## src/rtl/complex_dot4_mac.sv

```systemverilog
//------------------------------------------------------------------------------
// Module      : complex_dot4_mac
// Description : Serial 4-element signed complex dot-product MAC with
//               valid/ready handshakes on the operand and result sides.
//               Optional macro DOT4_PIPE_MUL_EN adds a product register stage.
// Revision    : 1.0 - initial release
//------------------------------------------------------------------------------
`default_nettype none

module complex_dot4_mac #(
   parameter  int Width    = 8,
   localparam int AccWidth = 2*Width+3
) (
   input  logic                       CLK,
   input  logic                       RST,
   input  logic                       IN_VALID,
   output logic                       IN_READY,
   input  logic signed [Width-1:0]    InA1Real,
   input  logic signed [Width-1:0]    InA2Real,
   input  logic signed [Width-1:0]    InA3Real,
   input  logic signed [Width-1:0]    InA4Real,
   input  logic signed [Width-1:0]    InA1Imag,
   input  logic signed [Width-1:0]    InA2Imag,
   input  logic signed [Width-1:0]    InA3Imag,
   input  logic signed [Width-1:0]    InA4Imag,
   input  logic signed [Width-1:0]    InB1Real,
   input  logic signed [Width-1:0]    InB2Real,
   input  logic signed [Width-1:0]    InB3Real,
   input  logic signed [Width-1:0]    InB4Real,
   input  logic signed [Width-1:0]    InB1Imag,
   input  logic signed [Width-1:0]    InB2Imag,
   input  logic signed [Width-1:0]    InB3Imag,
   input  logic signed [Width-1:0]    InB4Imag,
   input  logic [1:0]                 ROW_IN,
   input  logic [1:0]                 COL_IN,
   output logic                       OUT_VALID,
   input  logic                       OUT_READY,
   output logic signed [AccWidth-1:0] OutReal,
   output logic signed [AccWidth-1:0] OutImag,
   output logic [1:0]                 ROW_OUT,
   output logic [1:0]                 COL_OUT,
   output logic                       BUSY
);

   typedef enum logic [1:0] {
      ST_IDLE = 2'd0,
      ST_MAC  = 2'd1,
      ST_DONE = 2'd2
   } state_t;

   function automatic logic signed [2*Width-1:0] f_sx2(input logic signed [Width-1:0] v);
      return {{Width{v[Width-1]}}, v};
   endfunction

   function automatic logic signed [AccWidth-1:0] f_ext(input logic signed [2*Width-1:0] v);
      return {{(AccWidth-2*Width){v[2*Width-1]}}, v};
   endfunction

   state_t                     r_state;
   logic [2:0]                 r_k;
   logic signed [Width-1:0]    r_ar [4];
   logic signed [Width-1:0]    r_ai [4];
   logic signed [Width-1:0]    r_br [4];
   logic signed [Width-1:0]    r_bi [4];
   logic [1:0]                 r_row;
   logic [1:0]                 r_col;
   logic signed [AccWidth-1:0] r_acc_re;
   logic signed [AccWidth-1:0] r_acc_im;
   logic                       r_in_ready;
   logic                       r_out_valid;
   logic                       r_busy;
   logic signed [AccWidth-1:0] r_out_re;
   logic signed [AccWidth-1:0] r_out_im;
   logic [1:0]                 r_row_out;
   logic [1:0]                 r_col_out;

   logic signed [Width-1:0]    w_in_ar [4];
   logic signed [Width-1:0]    w_in_ai [4];
   logic signed [Width-1:0]    w_in_br [4];
   logic signed [Width-1:0]    w_in_bi [4];
   logic signed [Width-1:0]    w_ar, w_ai, w_br, w_bi;
   logic signed [2*Width-1:0]  w_prr, w_pii, w_pri, w_pir;
   logic signed [AccWidth-1:0] w_add_re, w_add_im;

   assign w_in_ar = '{InA1Real, InA2Real, InA3Real, InA4Real};
   assign w_in_ai = '{InA1Imag, InA2Imag, InA3Imag, InA4Imag};
   assign w_in_br = '{InB1Real, InB2Real, InB3Real, InB4Real};
   assign w_in_bi = '{InB1Imag, InB2Imag, InB3Imag, InB4Imag};

   // Operands are pre-extended so the 2*Width product keeps full precision.
   assign w_ar  = r_ar[r_k[1:0]];
   assign w_ai  = r_ai[r_k[1:0]];
   assign w_br  = r_br[r_k[1:0]];
   assign w_bi  = r_bi[r_k[1:0]];
   assign w_prr = f_sx2(w_ar) * f_sx2(w_br);
   assign w_pii = f_sx2(w_ai) * f_sx2(w_bi);
   assign w_pri = f_sx2(w_ar) * f_sx2(w_bi);
   assign w_pir = f_sx2(w_ai) * f_sx2(w_br);

`ifdef DOT4_PIPE_MUL_EN
   logic signed [2*Width-1:0] r_prr, r_pii, r_pri, r_pir;

   assign w_add_re = f_ext(r_prr) - f_ext(r_pii);
   assign w_add_im = f_ext(r_pri) + f_ext(r_pir);
`else
   assign w_add_re = f_ext(w_prr) - f_ext(w_pii);
   assign w_add_im = f_ext(w_pri) + f_ext(w_pir);
`endif

   always_ff @(posedge CLK) begin
      if (RST) begin
         r_state     <= ST_IDLE;
         r_k         <= 3'd0;
         r_row       <= 2'd0;
         r_col       <= 2'd0;
         r_acc_re    <= '0;
         r_acc_im    <= '0;
         r_in_ready  <= 1'b1;
         r_out_valid <= 1'b0;
         r_busy      <= 1'b0;
         r_out_re    <= '0;
         r_out_im    <= '0;
         r_row_out   <= 2'd0;
         r_col_out   <= 2'd0;
         for (int i = 0; i < 4; i++) begin
            r_ar[i] <= '0;
            r_ai[i] <= '0;
            r_br[i] <= '0;
            r_bi[i] <= '0;
         end
`ifdef DOT4_PIPE_MUL_EN
         r_prr <= '0;
         r_pii <= '0;
         r_pri <= '0;
         r_pir <= '0;
`endif
      end else begin
         case (r_state)
            ST_IDLE: begin
               if (IN_VALID) begin
                  r_ar       <= w_in_ar;
                  r_ai       <= w_in_ai;
                  r_br       <= w_in_br;
                  r_bi       <= w_in_bi;
                  r_row      <= ROW_IN;
                  r_col      <= COL_IN;
                  r_acc_re   <= '0;
                  r_acc_im   <= '0;
                  r_k        <= 3'd0;
                  r_in_ready <= 1'b0;
                  r_busy     <= 1'b1;
                  r_state    <= ST_MAC;
               end
            end
            ST_MAC: begin
               r_k <= r_k + 3'd1;
`ifdef DOT4_PIPE_MUL_EN
               // Slot k loads product k while accumulating product k-1.
               if (r_k != 3'd4) begin
                  r_prr <= w_prr;
                  r_pii <= w_pii;
                  r_pri <= w_pri;
                  r_pir <= w_pir;
               end
               if (r_k != 3'd0) begin
                  r_acc_re <= r_acc_re + w_add_re;
                  r_acc_im <= r_acc_im + w_add_im;
               end
               if (r_k == 3'd4) begin
`else
               r_acc_re <= r_acc_re + w_add_re;
               r_acc_im <= r_acc_im + w_add_im;
               if (r_k == 3'd3) begin
`endif
                  r_out_re    <= r_acc_re + w_add_re;
                  r_out_im    <= r_acc_im + w_add_im;
                  r_row_out   <= r_row;
                  r_col_out   <= r_col;
                  r_out_valid <= 1'b1;
                  r_state     <= ST_DONE;
               end
            end
            ST_DONE: begin
               if (OUT_READY) begin
                  r_out_valid <= 1'b0;
                  r_busy      <= 1'b0;
                  r_in_ready  <= 1'b1;
                  r_state     <= ST_IDLE;
               end
            end
            default: begin
               r_state <= ST_IDLE;
            end
         endcase
      end
   end

   assign IN_READY  = r_in_ready;
   assign OUT_VALID = r_out_valid;
   assign BUSY      = r_busy;
   assign OutReal   = r_out_re;
   assign OutImag   = r_out_im;
   assign ROW_OUT   = r_row_out;
   assign COL_OUT   = r_col_out;

endmodule

`default_nettype wire
```

## config.mk

```make
export PLATFORM = sky130hd
export DESIGN_NAME = complex_dot4_mac
export DESIGN_NICKNAME = d
export VERILOG_FILES = /design/src/rtl/complex_dot4_mac.sv
export SDC_FILE = /design/constraint.sdc
export NUM_CORES = 1
export LEC_CHECK = 0
export ABC_AREA = 1
export CAP_MARGIN = 10
export CELL_PAD_IN_SITES_DETAIL_PLACEMENT = 2
export CELL_PAD_IN_SITES_GLOBAL_PLACEMENT = 2
export CORE_MARGIN = 4
export CORE_UTILIZATION = 39
export DETAILED_ROUTE_END_ITERATION = 10
export PLACE_DENSITY_LB_ADDON = 0.1
export SLEW_MARGIN = 20
export SYNTH_ARGS = -nofsm -noshare
export SYNTH_HDL_FRONTEND = slang
export SYNTH_SLANG_ARGS = --single-unit
```

## constraint.sdc

```tcl
create_clock -name CLK -period 14.3 [get_ports CLK]
set_input_delay 2.86 -clock CLK [delete_from_list [all_inputs] [get_ports CLK]]
set_output_delay 2.86 -clock CLK [all_outputs]
set_load 0.01 [all_outputs]
```

# == After elaboration in Yosys (flattened, before gate mapping) ==
# Cells that the tools add are included.
# word_totals
regBits,220
in_bits,136
out_inout_bits,45
elab_cells,85
# classes
add_sub_neg,5
multipliers,4
order_cmp,1
n_eq_ne,6
n_mux,29
bitwise,1
n_reduce_logical,10
# ops
op,count
one-hot mux 19 bit (2 select lines),2
binary-select mux 8 bit (select 2 bit),4
multiplier 8 x 8 -> 16 bit,4
2-to-1 mux 8 bit,8
adder 19 x 17 -> 19 bit,2
2-to-1 mux 19 bit,1
adder 16 x 16 -> 17 bit,1
subtractor 16 x 16 -> 17 bit,1
AND reduction 3 bit,3
2-to-1 mux 2 bit,3
inequality test 2 bit (second input constant),3
one-hot mux 1 bit (2 select lines),3
one-hot mux 2 bit (3 select lines),1
one-hot mux 3 bit (2 select lines),1
AND reduction 2 bit,3
nonzero test 2 bit,3
2-to-1 mux 1 bit,5
adder 3 x 1 -> 3 bit (second input constant),1
equality test 3 x 2 -> 1 bit (second input constant),1
>= comparator 3 bit (second input constant),1
2-to-1 mux 3 bit,1
NOT 2 -> 3 bit,1
equality test 2 x 1 -> 1 bit (second input constant),1
equality test 2 bit (second input constant),1
zero test 2 bit,1

# == Logic depth before layout (Yosys ltp) ==
# Gate-level depths: netlist of the first run.
# logic_depth
ltp_word,8
depth_mapped,35
ltp_nobuf,32

# == Worst setup path before layout of the first run ==
# OpenSTA, ideal clock, no wires.
# synth_timing
path_type,register to register
from,register r_k[1]
to,register r_acc_re[12]
setup_time_ns,0.070
arrival_ns,6.504
t_required_ns,14.230
slack_ns,7.726
stages_incl_launch_ff,30
n_path_buf,3
synth_period_minus_slack_ns,6.574
cell_sequence,dfxtp_1 -> buf_6 -> inv_4 -> buf_6 -> buf_6 -> o21ai_0 -> o22ai_1 -> inv_2 -> nor2_1 -> inv_1 -> fa_1 -> inv_1 -> fa_1 -> inv_1 -> fa_1 -> fa_1 -> inv_1 -> fa_1 -> inv_1 -> fa_1 -> inv_1 -> ha_1 -> a21oi_1 -> or2_2 -> nand3_2 -> nand3_1 -> nand2_1 -> xor2_1 -> nand2_1 -> a21oi_1
# synth_via
elab_chain_len,8
elab_cells_between_ends,18
classes_between,add/sub (2); mul (2); mux (13); bitwise (1)
# synth_lines
item,line_no,rtl
from (decl),60,logic [2:0] r_k;
from (signal assigned),156,r_k <= r_k + 3'd1;
NOT 2 -> 3 bit (implied by the code) (*),-,
"binary-select mux 8 bit (select 2 bit), on equally long branches",-,
"2-to-1 mux 8 bit, on equally long branches (2 in a row)",-,
"multiplier 8 x 8 -> 16 bit, on equally long branches","95, 96",
subtractor 16 x 16 -> 17 bit (*),106,assign w_add_re = f_ext(w_prr) - f_ext(w_pii);
adder 19 x 17 -> 19 bit (*),171,r_acc_re <= r_acc_re + w_add_re;
one-hot mux 19 bit (2 select lines) (*),138,case (r_state)
to (signal assigned),171,
to (decl),67,logic signed [AccWidth-1:0] r_acc_re;
# Every way passes the cells marked *; elsewhere a longest branch is shown, timed or not. The select of a mux whose other input is x is not followed.
# A chain may end at the register's enable or synchronous reset.

# == Worst setup path in the final report of the first run ==
# layout_timing
from,register r_k[1]
to,register r_acc_re[18]
# The elaborated chain is that of the path after synthesis.

==> results of run 1 <==
[power by group]
| group | total (µW) | internal, µW | leakage, µW | switching (µW) |
|---|---|---|---|---|
| logic | 5480 | 1910 | 0.00954 | 3570 |
| registers | 711 | 674 | 0.00181 | 37.8 |
| clock network | 699 | 411 | 0.000424 | 288 |
[cells by family after synthesis]
logic type | after synthesis | synth area share, %
AND/OR/NAND/NOR | 958 | 17.1
buffers and inverters | 670 | 12.1
AO/OA/AOI/OAI | 357 | 10.6
XOR/XNOR | 30 | 1.19
flip-flops | 220 | 19.9
adder cells (fa/ha/maj) | 489 | 39.1
[path summary, 6_finish.rpt]
check                          start                   endpoint  slack (ps)  cells past startpoint
max              r_k[1]$_SDFFE_PP0P_  r_acc_re[18]$_SDFFE_PP0P_        6470                     26
max reg2reg      r_k[1]$_SDFFE_PP0P_  r_acc_re[18]$_SDFFE_PP0P_        6470                     26
min          OutReal[0]$_SDFFE_PP0P_    OutReal[0]$_SDFFE_PP0P_         470                      2
min reg2reg  OutReal[0]$_SDFFE_PP0P_    OutReal[0]$_SDFFE_PP0P_         470                      2
[critical path, stage by stage, from the launching register on]
cell	delay, ps
dfxtp_1	440
inv_4	250
buf_4	720
a21oi_1	120
a32oi_2	360
inv_2	270
nor2_1	860
inv_1	220
fa_1	520
fa_1	540
inv_1	50
ha_1	280
fa_1	510
inv_1	60
fa_1	530
inv_1	50
fa_1	480
ha_1	340
nand2_1	110
a21oi_1	60
nor3_1	230
nand2_1	90
a21oi_1	170
nand3_1	100
nand2_1	110
nand2_1	60
a21oi_1	150
[through the flow]
step | worst slack, ps | power (µW) | utilization, % | hold WS [ps] | cell area, µm²
finish | 6470 | 6890 | 45.0 | 468 | 25300
global route | 5930 | 7790 | 45.0 | 490 | 25300
CTS | 6360 | 7030 | 45.0 | 470 | 25300
detailed placement | 6410 | 6260 | 43.4 | 459 | 24400
global placement | 6740 | 5980 | 43.4 | 449 | 24400
floorplan | 7730 | 4540 | - | 441 | 22100
[layout by cell type, fill, tap and decap left out, drive strengths merged, types with 8 or more instances in the layout]
cell and instances:
ha 152, xor2 19, clkdlybuf4s50 179, nand3b 8
fa 337, inv 562, clkbuf 40, dfxtp 220
o21ai 177, xnor2 11, nand3 38, o21bai 19
a32oi 28, nand2 431, nor2 468, a21oi 115
buf 16
[layout make-up]
type	instances	area, µm²	share of cell area (%)
multi-input cells	1834	15100	59.5
flip-flops and latches	220	4410	17.4
inverters	562	2120	8.37
repair buffers	195	1910	7.54
well taps	756	946	3.74
clock buffers	40	785	3.10
clock inverters	6	86.3	0.341
[per-layer routing]
metal,vias to the layer above,GRT usage [%]
met2,243,50.5
met5,-,0
met4,2,6.26
li1,8420,-
met1,9534,30.6
met3,123,2.47
[registers in the layout, indices dropped and copies added (netlist names)]
signal and cells:
r_k 3, BUSY 1, IN_READY 1, r_br 32
ROW_OUT 2, OUT_VALID 1, r_ai 32, r_ar 32
r_col 2, OutReal 19, r_acc_re 19, OutImag 19
r_bi 32, r_state 2, r_row 2, COL_OUT 2
r_acc_im 19
==> metrics.md, run 1 <==
| Metric | Value |
|---|---|
| Largest cells by area after synthesis | `fa_1 30%, dfxtp_1 20%, inv_1 9.1%` |
| Pwr Density | `272 mW/mm²` |
| Average size of a mapped cell | `8.13 µm²` |
| Die Y | `246 µm` |
| Most numerous cell in the Yosys netlist | `inv_1` |
| Seq cells post-synth | `220` |
| Crit path arrival time | `8320 ps` |
| Largest net degree at the start of global routing | `116` |
| Total nets after synthesis | `3,349` |
| Startpoint Class | `register` |
| Cts repair resizes | `0` |
| Initial drt markers | `611` |
| Synth top area share | `30.5%` |
| Setup_tns | `0 ps` |
| Ys Warns | `0` |
| Finished Layout Cells | `3,613` |
| First-pass GRT wire length | `123,000 µm` |
| Clk pin slew, worst setup/hold paths | `60 ps` |
| Global route overflow | `0` |
| Core area | `0.0563 mm²` |
| Post-synthesis sequential area ratio | `19.9%` |
| TritonCTS clock tree | `built` |
| Crit path max fanout | `50` |
| Tmin final | `7830 ps` |
| Tcrit/Tclk final | `54.8%` |
| HP Class | `register to register` |
| Number of H-tree levels | `1` |
| Skew final | `10.9 ps` |
| Total global-route track usage | `26.0%` |
| Slew @ Worst Pin | `1040 ps` |
| Initial core utilization | `39.3%` |
| Metal2 WL | `41,900 µm` |
| Fillers | `6,363` |
| CTS max path bufs | `3` |
| Num ports | `181` |
| Post-synth EDFFs | `0` |
| Relative slew slack | `30.1%` |
| Post-route ant nets | `0` |
| GPL Wtd Cong | `0.871` |
| Status | `finished clean` |
| Clk_lat worst skew | `570 ps` |
| Clock Tree Root | `clkbuf_16` |
| Pre-Repair DR Iteration Count | `4` |
| Final hold vios | `0` |
| CP Data Required Time | `14,780 ps` |
| RSZ-0062 raised after global routing | `no` |
| DIE AREA | `0.0606 mm²` |
| DR vias | `18,322` |
| Leakage | `0.0118 µW` |
| Synthesized instance count | `2,724` |
| Wl on met1 | `31,200 µm` |
| Dpl hpwl | `61,500 µm` |
| Port bufs | `180` |
| # hold bufs at CTS | `0` |
| Ant diodes | `0` |
| CP Class | `register to register` |
| Post-Route WL | `77,200 µm` |
| Max-cap violations | `0` |
| Synth cell types | `46` |
| Remaining DRCs | `0` |
| Drt wl/cell | `21.4 µm` |
| Initial antenna violation count | `2` |
| Share of layout cells above drive strength 1 | `5.01%` |
| Routed vias/inst | `5.07` |
| Synth cell count leaders | `534 x inv_1, 459 x nor2_1, 419 x nand2_1` |
| Area leader, netlist | `fa_1` |
| Post-synth ARST share | `0%` |
| Worst ir drop on vdd | `0.000406 V` |
| Number of placed cells counting well taps | `3,567` |
| Die X | `246 µm` |
| Setup crit end kind | `register` |
| CTS sink cnt | `220` |
| Met3 WL post-DR | `1920 µm` |
| Ys flop type | `dfxtp_1` |
| Peak Freq | `128 MHz` |
| Syn Std Cell Area | `0.0221 mm²` |
| Row cnt | `87` |
| Setup Buffers After CTS | `0` |
| Final setup fails | `0` |
| Pins Over Slew Limit | `0` |
| Num CTS Buffers | `27` |
| Vias in the first global route | `21,822` |
| Layout area overhead | `14.4%` |
| # nets final | `3,465` |
| Highest routed layer | `met5` |
No activity file was read; power rests on OpenSTA's default activity.
==> run 2, diff against run 1 <==
Settings changed: CORE_UTILIZATION 39 to 36.
Clock period 14.3 ns to 7.6 ns, I/O delays scaled along.
==> metrics.md, run 2 (synthesis gave the netlist of run 1 again) <==
| Metric | Value |
|---|---|
| Status | `finished clean` |
| Crit path arrival time | `7650 ps` |
| Cts repair resizes | `0` |
| Peak Freq | `140 MHz` |
| Clk_lat worst skew | `580 ps` |
| Post-Route WL | `77,700 µm` |
| Reg-to-reg endpoint | `r_acc_re[12]$_SDFFE_PP0P_` |
| Most common cell on crit path | `fa_1` |
| Skew final | `16.0 ps` |
| CTS sink cnt | `220` |
| Die X | `256 µm` |
| First-pass GRT wire length | `124,000 µm` |
| Clk pin slew, worst setup/hold paths | `60 ps` |
| Crit-path slowest cell | `fa_1` |
| Cell family with most CP delay | `adder cells` |
| Leakage | `0.0119 µW` |
| Routed vias/inst | `4.97` |
| Startpoint Class | `register` |
| Sw frac | `56.6%` |
| # hold bufs at CTS | `0` |
| Initial drt markers | `620` |
| Number of H-tree levels | `1` |
| Vias in the first global route | `21,691` |
| Crit path max fanout | `44` |
| Tmin final | `7150 ps` |
| Core area | `0.0606 mm²` |
| Place WS | `306 ps` |
| Ant diodes | `0` |
| WP buf/inv | `5` |
| CP Data Required Time | `8110 ps` |
| Clock Tree Root | `clkbuf_16` |
| Largest net degree at the start of global routing | `98` |
| CP Class | `register to register` |
| Cells on Worst Hold Path | `2` |
| Setup Buffers After CTS | `0` |
| Reg2reg start | `r_k[1]$_SDFFE_PP0P_` |
| Number of placed cells counting well taps | `3,609` |
| Final setup fails | `0` |
| Tcrit/Tclk final | `94.0%` |
| Row cnt | `90` |
| Layout area overhead | `15.8%` |
| CP endpoint | `r_acc_re[12]$_SDFFE_PP0P_` |
| Sw power | `7470 µW` |
| RSZ-0062 raised after global routing | `no` |
| Global route overflow | `0` |
| Initial core utilization | `36.5%` |
| WP depth | `23` |
| CP max stage delay | `580 ps` |
| Finished Layout Cells | `3,662` |
| Clk pwr share | `10.9%` |
| Share of layout cells above drive strength 1 | `5.90%` |
| Beginning of the critical path | `r_k[1]$_SDFFE_PP0P_` |
| Remaining DRCs | `0` |
| TritonCTS clock tree | `built` |
| Num ports | `181` |
| Initial antenna violation count | `0` |
| DR vias | `18,191` |
| Flop pwr share | `10.1%` |
| Setup crit end kind | `register` |
| Setup_tns | `0 ps` |
| Final worst slack | `454 ps` |
| # nets final | `3,483` |
| Crit path cell chain | `inv_6 -> a21oi_1 -> a32oi_2 -> inv_2 -> nor2_1 -> fa_1 -> inv_1 -> fa_1 -> fa_1 -> fa_1 -> fa_1 -> inv_1 -> fa_1 -> inv_1 -> ha_1 -> nand2_1 -> or2_2 -> nand3_2 -> nand3_1 -> nand2_1 -> xor2_1 -> nand2_1 -> a21oi_1` |
| R2R cell count | `23` |
| Total power | `13,200 µW` |
| Combinational group share of total power | `78.9%` |
| DIE AREA | `0.0655 mm²` |
| Pre-Repair DR Iteration Count | `4` |
| Dpl hpwl | `62,800 µm` |
| HP Class | `register to register` |
| Commonest cells after routing, fill and taps aside | `532 x inv_1, 458 x nor2_1, 418 x nand2_1` |
| Port bufs | `180` |
| GPL Wtd Cong | `0.888` |
| FF-to-FF setup slack | `450 ps` |
| Die Y | `256 µm` |
| Cell-internal power | `5730 µW` |
| Total global-route track usage | `23.8%` |
| Post-route ant nets | `0` |
| Slew @ Worst Pin | `998 ps` |
| Max-cap violations | `0` |
| Relative slew slack | `33.4%` |
| Drt wl/cell | `21.2 µm` |
| Pwr Density | `515 mW/mm²` |
| Final hold vios | `0` |
| Pins Over Slew Limit | `0` |
| Commonest non-fill, non-tap cell in the layout | `inv_1` |
| CTS max path bufs | `3` |
| Num CTS Buffers | `29` |
| Worst ir drop on vdd | `0.000556 V` |
-- run 2: changes by cell type in the layout (fill, tap and decap cells not counted), sizes merged --
cell,previous run,this run
inv,562,564
clkinvlp,1,2
clkinv,3,6
bufinv,2,3
buf,16,32
-- run 2: layer usage --
metal  share of wire [%]  track usage, %
met5                   0               0
met1                  41            28.1
met4                 2.9            5.81
met2                  54            46.0
met3                 2.5            2.61
-- run 2: worst register-to-register path, stage by stage (launching register included) --
cell and delay, ps:
dfxtp_1 440, inv_6 430, a21oi_1 130, a32oi_2 470
inv_2 280, nor2_1 360, fa_1 510, inv_1 230
fa_1 490, fa_1 580, fa_1 460, fa_1 500
inv_1 60, fa_1 490, inv_1 50, ha_1 350
nand2_1 120, or2_2 340, nand3_2 120, nand3_1 80
nand2_1 90, xor2_1 260, nand2_1 100, a21oi_1 150
-- run 2: metrics by stage --
step           instance area, µm²  hold WS (ps)  util (%)
2_1_floorplan               22100           441         -
3_3_place_gp                24600           448      40.7
3_5_place_dp                24600           462      40.7
4_1_cts                     25600           471      42.3
5_1_grt                     25600           488      42.3
6_report                    25600           462      42.3
-- run 2: power groups by stage --
stage	registers [µW]	clock network [µW]	logic (µW)
floorplan	1330	0	7210
global placement	1360	0	10100
detailed placement	1360	0	10500
CTS	1340	1490	10600
global route	1350	1540	12000
finish	1340	1450	10400
-- run 2: final cells by class --
type	count	area [µm²]
Multi-Input combinational cell	1834	15100
Clock inverter	13	153
Clock buffer	40	847
Tap cell	782	978
Sequential cell	220	4410
Timing Repair Buffer	211	2060
Inverter	562	2120
Fill cell	6875	34900
-- run 2: how the worst min path moves through the flow --
stage,start,endpoint,slack (ps)
2_1_floorplan,r_k[2]$_SDFFE_PP0P_,r_k[2]$_SDFFE_PP0P_,440
3_3_place_gp,r_k[2]$_SDFFE_PP0P_,r_k[2]$_SDFFE_PP0P_,450
3_5_place_dp,OutReal[4]$_SDFFE_PP0P_,OutReal[4]$_SDFFE_PP0P_,460
4_1_cts,OutImag[4]$_SDFFE_PP0P_,OutImag[4]$_SDFFE_PP0P_,470
5_1_grt,OutReal[4]$_SDFFE_PP0P_,OutReal[4]$_SDFFE_PP0P_,490
6_report,OutImag[4]$_SDFFE_PP0P_,OutImag[4]$_SDFFE_PP0P_,460
